`src/rtl/ysyx_25020047_pkg.sv`:
```
// Shared constants for the NPC multi-cycle sequencer: decoded-type bit map,
// FSM state encoding, halt reasons and writeback/PC mux encodings.
package ysyx_25020047_pkg;

  localparam int IT_W      = 32;
  localparam int IT_ADDI   = 0;
  localparam int IT_JALR   = 1;
  localparam int IT_EBREAK = 2;
  localparam int IT_ADD    = 3;
  localparam int IT_LUI    = 4;
  localparam int IT_LW     = 5;
  localparam int IT_LBU    = 6;
  localparam int IT_SW     = 7;
  localparam int IT_SB     = 8;
  localparam int IT_AUIPC  = 9;
  localparam int IT_JAL    = 10;
  localparam int IT_SUB    = 11;
  localparam int IT_SLTI   = 12;
  localparam int IT_SLTIU  = 13;
  localparam int IT_BEQ    = 14;
  localparam int IT_BNE    = 15;
  localparam int IT_SLT    = 16;
  localparam int IT_SLTU   = 17;
  localparam int IT_XOR    = 18;
  localparam int IT_OR     = 19;
  localparam int IT_AND    = 20;
  localparam int IT_SH     = 21;

  localparam logic [2:0] ST_IDLE  = 3'd0;
  localparam logic [2:0] ST_FETCH = 3'd1;
  localparam logic [2:0] ST_EXEC  = 3'd2;
  localparam logic [2:0] ST_MEM   = 3'd3;
  localparam logic [2:0] ST_WB    = 3'd4;
  localparam logic [2:0] ST_HALT  = 3'd5;

  localparam logic [1:0] HC_RUN     = 2'd0;
  localparam logic [1:0] HC_EBREAK  = 2'd1;
  localparam logic [1:0] HC_ILLEGAL = 2'd2;
  localparam logic [1:0] HC_TIMEOUT = 2'd3;

  localparam logic [1:0] WB_EXU  = 2'd0;
  localparam logic [1:0] WB_LOAD = 2'd1;
  localparam logic [1:0] WB_SNPC = 2'd2;

  localparam logic PC_SNPC = 1'b0;
  localparam logic PC_EXU  = 1'b1;

  function automatic logic is_onehot(input logic [IT_W-1:0] v);
    return (v != '0) && ((v & (v - 32'd1)) == '0);
  endfunction

endpackage

```
`src/rtl/ysyx_25020047_wait_cnt.sv`:
```
// Memory-wait counter: clears on request, counts stalled cycles and flags the
// stall cycle after which the request is considered lost.
module ysyx_25020047_wait_cnt #(
  parameter int TIMEOUT_CYC = 255,
  parameter int CNT_W       = 16
) (
  input  logic clk,
  input  logic rst,
  input  logic i_clr,
  input  logic i_inc,
  output logic o_expire
);

  localparam logic [CNT_W-1:0] LP_LAST = CNT_W'(TIMEOUT_CYC - 1);

  logic [CNT_W-1:0] r_cnt;

  always_ff @(posedge clk) begin
    if (rst || i_clr) begin
      r_cnt <= '0;
    end else if (i_inc) begin
      r_cnt <= r_cnt + CNT_W'(1);
    end
  end

  // Fires on the stalled cycle that would bring the count up to TIMEOUT_CYC.
  assign o_expire = i_inc && (r_cnt == LP_LAST);

endmodule

```
`src/rtl/ysyx_25020047_seq_ctrl.sv`:
```
// NPC multi-cycle sequencer: FETCH -> EXEC -> (MEM) -> WB, owning the shared
// memory port, the write strobes, halt status and the retired-instruction count.
module ysyx_25020047_seq_ctrl
  import ysyx_25020047_pkg::*;
#(
  parameter int TIMEOUT_CYC = 255,
  parameter int CNT_W       = 16
) (
  input  logic            clk,
  input  logic            rst,
  input  logic [IT_W-1:0] inst_type,
  input  logic            exu_reg_wen,
  input  logic            exu_read,
  input  logic            exu_write,
  input  logic            mem_ack,
  output logic            mem_req,
  output logic            mem_we,
  output logic            mem_is_fetch,
  output logic            ir_we,
  output logic            rf_we,
  output logic [1:0]      wb_sel,
  output logic            pc_we,
  output logic            pc_sel,
  output logic            halt,
  output logic [1:0]      halt_code,
  output logic [31:0]     instret
);

  logic [2:0]  r_state;
  logic [2:0]  w_next;
  logic [1:0]  r_halt_code;
  logic [1:0]  w_next_code;
  logic [31:0] r_instret;

  logic r_jump;
  logic r_branch;
  logic r_load;
  logic r_reg_wen;

  logic w_in_req;
  logic w_wait;
  logic w_expire;
  logic w_in_wb;

  assign w_in_req = (r_state == ST_FETCH) || (r_state == ST_MEM);
  assign w_wait   = w_in_req && !mem_ack;
  assign w_in_wb  = (r_state == ST_WB);

  // Anything other than a stalled request cycle is a state entry or exit.
  ysyx_25020047_wait_cnt #(
    .TIMEOUT_CYC (TIMEOUT_CYC),
    .CNT_W       (CNT_W)
  ) u_wait_cnt (
    .clk      (clk),
    .rst      (rst),
    .i_clr    (!w_wait),
    .i_inc    (w_wait),
    .o_expire (w_expire)
  );

  always_comb begin
    w_next      = r_state;
    w_next_code = r_halt_code;
    case (r_state)
      ST_IDLE: w_next = ST_FETCH;
      ST_FETCH: begin
        if (mem_ack) begin
          w_next = ST_EXEC;
        end else if (w_expire) begin
          w_next      = ST_HALT;
          w_next_code = HC_TIMEOUT;
        end
      end
      ST_EXEC: begin
        if (!is_onehot(inst_type)) begin
          w_next      = ST_HALT;
          w_next_code = HC_ILLEGAL;
        end else if (inst_type[IT_EBREAK]) begin
          w_next      = ST_HALT;
          w_next_code = HC_EBREAK;
        end else if (exu_read || exu_write) begin
          w_next = ST_MEM;
        end else begin
          w_next = ST_WB;
        end
      end
      ST_MEM: begin
        if (mem_ack) begin
          w_next = ST_WB;
        end else if (w_expire) begin
          w_next      = ST_HALT;
          w_next_code = HC_TIMEOUT;
        end
      end
      ST_WB:   w_next = ST_FETCH;
      ST_HALT: w_next = ST_HALT;
      default: w_next = ST_IDLE;
    endcase
  end

  always_ff @(posedge clk) begin
    if (rst) begin
      r_state     <= ST_IDLE;
      r_halt_code <= HC_RUN;
      r_instret   <= '0;
    end else begin
      r_state     <= w_next;
      r_halt_code <= w_next_code;
      if (w_in_wb) begin
        r_instret <= r_instret + 32'd1;
      end
    end
  end

  // Instruction attributes captured on EXEC exit and held through MEM/WB.
  always_ff @(posedge clk) begin
    if (r_state == ST_EXEC) begin
      r_jump    <= inst_type[IT_JAL] || inst_type[IT_JALR];
      r_branch  <= inst_type[IT_BEQ] || inst_type[IT_BNE];
      r_load    <= exu_read || inst_type[IT_LW] || inst_type[IT_LBU];
      r_reg_wen <= exu_reg_wen;
    end
  end

  always_comb begin
    wb_sel = WB_EXU;
    if (w_in_wb) begin
      if (r_jump) begin
        wb_sel = WB_SNPC;
      end else if (r_load) begin
        wb_sel = WB_LOAD;
      end
    end
  end

  assign mem_req      = w_in_req;
  assign mem_is_fetch = (r_state == ST_FETCH);
  assign mem_we       = (r_state == ST_MEM) && exu_write;
  assign ir_we        = (r_state == ST_FETCH) && mem_ack;
  assign pc_we        = w_in_wb;
  assign pc_sel       = (w_in_wb && (r_jump || r_branch)) ? PC_EXU : PC_SNPC;
  assign rf_we        = w_in_wb && r_reg_wen;
  assign halt         = (r_state == ST_HALT);
  assign halt_code    = r_halt_code;
  assign instret      = r_instret;

endmodule

```
`config.mk`:
```
export PLATFORM = sky130hd
export DESIGN_NAME = ysyx_25020047_seq_ctrl
export DESIGN_NICKNAME = d
export VERILOG_FILES = /design/src/rtl/ysyx_25020047_pkg.sv /design/src/rtl/ysyx_25020047_wait_cnt.sv /design/src/rtl/ysyx_25020047_seq_ctrl.sv
export SDC_FILE = /design/constraint.sdc
export NUM_CORES = 1
export LEC_CHECK = 0
export CORE_ASPECT_RATIO = 0.8
export CORE_MARGIN = 5
export CORE_UTILIZATION = 40
export DETAILED_ROUTE_END_ITERATION = 8
export GPL_ROUTABILITY_DRIVEN = 0
export MAX_ROUTING_LAYER = met4
export PLACE_DENSITY = 0.69
export SETUP_SLACK_MARGIN = 0.15
export SYNTH_ARGS = -nofsm -noshare
export SYNTH_HDL_FRONTEND = slang
export SYNTH_SLANG_ARGS = --single-unit
export TNS_END_PERCENT = 100
```
`constraint.sdc`:
```
create_clock -name clk -period 4.7 [get_ports clk]
set_clock_uncertainty 0.2 [all_clocks]
set_input_delay 0.47 -clock clk [delete_from_list [all_inputs] [get_ports clk]]
set_output_delay 0.47 -clock clk [all_outputs]
set_load 0.02 [all_outputs]
```
# Word level (Yosys, flattened, before mapping)
# Cells that the tools add are included.
# word_totals
input_bits	38
ff_bits	57
word_cells	61
out_inout_bits	44
# classes
n_eq_ne	9
n_reduce_logical	24
muxes	16
n_addsub	3
n_bitwise	1
# op_table
operator	n
adder 32 x 1 -> 32 bit (second input constant)	1
bitwise AND 32 bit	1
zero test 32 bit	1
nonzero test 32 bit	1
subtractor 32 x 1 -> 32 bit (second input constant)	1
two-way mux 3 bit	6
adder 16 x 1 -> 16 bit (second input constant)	1
equality test 16 x 8 -> 1 bit (second input constant)	1
one-hot mux 3 bit (5 select lines)	1
two-way mux 2 bit	6
logical OR 1 bit	8
logical AND 1 bit	7
equality test 3 x 2 -> 1 bit (second input constant)	2
equality test 3 bit (second input constant)	2
one-hot mux 2 bit (2 select lines)	1
AND reduction 4 bit	1
OR reduction 2 bit	2
equality test 3 x 1 -> 1 bit (second input constant)	1
zero test 3 bit	1
inequality test 3 bit (second input constant)	1
zero test 1 bit	2
two-way mux 1 bit	2
inequality test 2 x 1 -> 1 bit (second input constant)	1
inequality test 2 bit (second input constant)	1
nonzero test 2 bit	1

# Longest topological paths before layout
# depth
ltp_word	7
mapped_depth	10

# By module
# From an unflattened synthesis, not the netlist that was laid out.
# hier_totals
hier_cells	365
hier_area_um2	3138.0
# modules_own_cells
module	area_per_inst_um2	cells_each	n_inst	seq_area_each_um2
ysyx_25020047_seq_ctrl	2374.8	279	1	860.8
ysyx_25020047_wait_cnt	763.2	86	1	320.3

# Least setup slack after synthesis
# Ideal clock, no wire load.
# synth_path
kind	input-to-reg
startpoint	input inst_type[0]
endpoint	register r_state[2]
setup_ns	0.117
slack_ns	1.541
t_arrival_ns	2.842
path_stages	8
cell_sequence	or4_4 -> nor4b_4 -> nand2_1 -> o41ai_2 -> nand4_1 -> nor4b_2 -> or4b_1 -> a22o_1
# synth_via
elab_chain_cells	6
elab_cells_between_ends	7
# synth_rtl
element	line	rtl
start: declaration	ysyx_25020047_seq_ctrl.sv:11	input logic [IT_W-1:0] inst_type,
subtractor 32 x 1 -> 32 bit	ysyx_25020047_pkg.sv:49	return (v != '0) && ((v & (v - 32'd1)) == '0);
bitwise AND 32 bit	ysyx_25020047_pkg.sv:49	
zero test 32 bit	ysyx_25020047_pkg.sv:49	
logical AND 1 bit (*)	ysyx_25020047_pkg.sv:49	
two-way mux 3 bit (*)	ysyx_25020047_seq_ctrl.sv:75	if (!is_onehot(inst_type)) begin
one-hot mux 3 bit (5 select lines) (*)	ysyx_25020047_seq_ctrl.sv:64	case (r_state)
end signal: assignment	ysyx_25020047_seq_ctrl.sv:107	r_state <= w_next;
end: declaration	ysyx_25020047_seq_ctrl.sv:29	logic [2:0] r_state;
# Every way passes the cells marked *; elsewhere a longest branch is shown, timed or not.
# A chain may end at the register's enable or synchronous reset.

# Final worst setup path
# layout_path
startpoint	input inst_type[2]
endpoint	register r_state[2]
# layout_via
elab_chain_cells	6
elab_cells_between_ends	8
# layout_rtl
element	line
subtractor 32 x 1 -> 32 bit	ysyx_25020047_pkg.sv:49
bitwise AND 32 bit	ysyx_25020047_pkg.sv:49
zero test 32 bit	ysyx_25020047_pkg.sv:49
logical AND 1 bit	ysyx_25020047_pkg.sv:49
two-way mux 3 bit (*)	ysyx_25020047_seq_ctrl.sv:75
one-hot mux 3 bit (5 select lines) (*)	ysyx_25020047_seq_ctrl.sv:64
# Marked as above.

==> run metrics <==
hold_buf cts=0; HP Start=u_wait_cnt.r_cnt[0]; CP max FO=7; first-pass iteration count of the detailed router=4; endpoint type of the worst setup path=flip-flop; initial antenna violation count=0; grt met2 use=25.2%; Comb power frac=a little over 9%; Worst Hold Depth=1; Die ar.=approximately 9200 µm²; final hold vios=0; Post-DP Area=roughly 3800 µm²; crit path kind=input pin to flip-flop; max cap viols=0; Vias/cell=5.26; GRT Total Usage=16.9%; met1 usage=approximately 22%; GRT busiest layer=met2; leading post-synthesis cells by cell area=dfxtp_1 36%, xor2_1 8.3%, nor2_1 7.8%, edfxtp_1 4.1%, nand2_1 3.8%; Pint=0.000782 W; Cell Rows=28; post-CTS setup buffer count=0; ys async rst share=0%; Worst Tran Pin Value=0.997 ns; top-area cell type share of the netlist area=36.0%; via count=between 2000 and 3000; Worst slew margin=about a third; YS warnings=0; EDFF count, synth=4; Fin Setup TNS=0 ns; crit path time final=3.59 ns; library cells used by synthesis=49; Post-Syn Instances=approximately 360; Final Cycle Share=between 70% and 80%; clock power share=42.0%; # DRC=0; fmax=0.278 GHz; nets@finish=about 480; synthesized area per cell=8.29 µm²; CTS tree=built; largest area contributor in the synthesized netlist=dfxtp_1; fin area=4030 µm²; flop-to-flop setup slack=1.65 ns; prevailing post-synth register cell=dfxtp_1; io pins=slightly above 80; worst vdd ir=~0.13 mV; Seq/Total Area, Yosys=40.1%; CP arrival=3.62 ns; vias in the first global route=2690; Yosys reg bits=57; Max Buffers Root-to-Sink=2; met3 usage=5.51%; Final Max Tran Viols=0; DIE WIDTH=106 µm; FF-to-FF Start=r_state[1]; Die Y=86.7 µm; Starting DRT DRC Count=168; Leak=1.36 nW; worst skew pair latency=0.34 ns; Worst setup SP type=input pin; RR Endpoint=instret[29]; Finish-stage setup viols=0; fraction of layout cells with a size suffix above 1=under 10%; WL per Instance=between 10 and 15 µm; CTS sink count=57; switch share=between 20% and 30%; R2R depth=8; post-cts resize count=0; number of CTS-inserted buffers=9; I/O Buffers=81; DP HPWL=5550 µm; CP required=4.72 ns; first-pass GRT wire length=between 10000 and 15000 µm; PwrDens=about 250 nW/µm²; maximum number of pins on one net before global-route repair=37; Root Buffer=clkbuf_8; mapped cell area=2940 µm²; status=finished, final reports clean; grt ovf=0; synth-to-layout area growth=36.8%; # diodes=0; syn nets=396; Antenna Violating Nets Remaining=0; CTS H-tree depth=3; Commonest cells post-synth=61 x nor2_1, 53 x dfxtp_1, 30 x nand2_1, 28 x xor2_1, 17 x nand3_1; core box area=approximately 7300 µm²; sequential share of power=48.8%; count leader, synth=nor2_1; Starting Density=between 40% and 50%; unrepaired setup endpoints after global routing=false; final wirelength=7320 µm; hold endpoint=u_wait_cnt.r_cnt[0]; Hold Path Class=flip-flop to flip-flop; Clk pin slew, worst setup/hold paths=~0.06 ns; Net Sw Power=between 0.0002 and 0.00025 W
-- metal layers --
layer | up-vias | wire, µm | part of all wire [%]
met3 | 7 | 430 | 5.9
li1 | 1429 | - | -
met1 | 1295 | 3630 | 50
met4 | 0 | 38 | 0.52
met2 | 83 | 3220 | 44
met5 | - | 0 | 0
-- registers in the layout, summed over array words and instances (netlist names) --
name and count:
r_jump 1, r_state 3, halt_code 2, instret 32, r_branch 1, u_wait_cnt.r_cnt 16, r_reg_wen 1, r_load 1
-- critical path, stage by stage --
cell             delay, ns
clkdlybuf4s50_1       0.51
or4_4                 0.57
nor4b_4               0.35
nand3_1               0.18
o32ai_1               0.32
nand4_1               0.15
nor4b_2               0.36
or4b_1                0.49
a22o_1                0.20
-- power groups by stage --
| stage | Clock, W | Sequential [W] | Combinational [W] |
|---|---|---|---|
| after floorplan | 0 | 0.000506 | 0.0000355 |
| after global routing | 0.000462 | 0.000495 | 0.000102 |
| final | 0.000425 | 0.000495 | 0.0000933 |
| after CTS | 0.000438 | 0.000495 | 0.0000934 |
| after detailed placement | 0 | 0.000506 | 0.0000928 |
| after global placement | 0 | 0.000506 | 0.0000924 |
-- cells in the final DEF (no fill, tap or decap), types with 8 or more instances in the layout --
master,instances
a21oi_1,16
and3_1,8
clkbuf_8,9
clkdlybuf4s50_1,81
dfxtp_1,53
inv_1,8
nand2_1,30
nand3_1,17
nand4_1,14
nor2_1,61
nor3_1,11
o21ai_0,15
or3_1,12
xnor2_1,11
xor2_1,28
-- per-stage QoR --
step | hold slack (ns) | utilization, % | setup slack [ns] | cells | total power, W
2_1_floorplan | 0.241 | - | 1.54 | 355 | 0.000541
3_3_place_gp | 0.255 | 52.8 | 0.855 | 519 | 0.000598
3_5_place_dp | 0.267 | 52.8 | 0.741 | 519 | 0.000599
4_1_cts | 0.287 | 55.3 | 1.10 | 535 | 0.00103
5_1_grt | 0.315 | 55.3 | 0.895 | 535 | 0.00106
6_report | 0.284 | 55.3 | 1.11 | 535 | 0.00101
-- cell families after synthesis --
group | after synthesis | synth area share [%]
mux | 1 | 0.340
buf+inv | 17 | 2.21
simple gates | 185 | 32.9
flops | 57 | 40.1
xor+xnor | 39 | 11.6
fa+ha+maj | 3 | 1.28
compound gates | 53 | 11.6
-- worst max-delay path by stage --
| stage | from | end | slack (ns) | depth (start not counted) |
|---|---|---|---|---|
| floorplan | inst_type[0] | r_state[2] | 1.54 | 8 |
| CTS | inst_type[17] | r_state[2] | 1.10 | 9 |
| global placement | inst_type[2] | r_state[2] | 0.85 | 9 |
| global route | inst_type[2] | r_state[2] | 0.90 | 9 |
| finish | inst_type[2] | r_state[2] | 1.11 | 9 |
| detailed placement | inst_type[2] | r_state[2] | 0.74 | 9 |
-- final cells by class --
| class | instances | area (µm²) |
|---|---|---|
| fill | 679 | 3260 |
| clock buffer | 12 | 135 |
| tap | 90 | 113 |
| timing repair buffer | 83 | 826 |
| sequential | 57 | 1180 |
| clock inverter | 4 | 43.8 |
| multi-input combinational | 281 | 1700 |
| inverter | 8 | 30.0 |
Note: power is estimated with default switching activity, not from simulation.
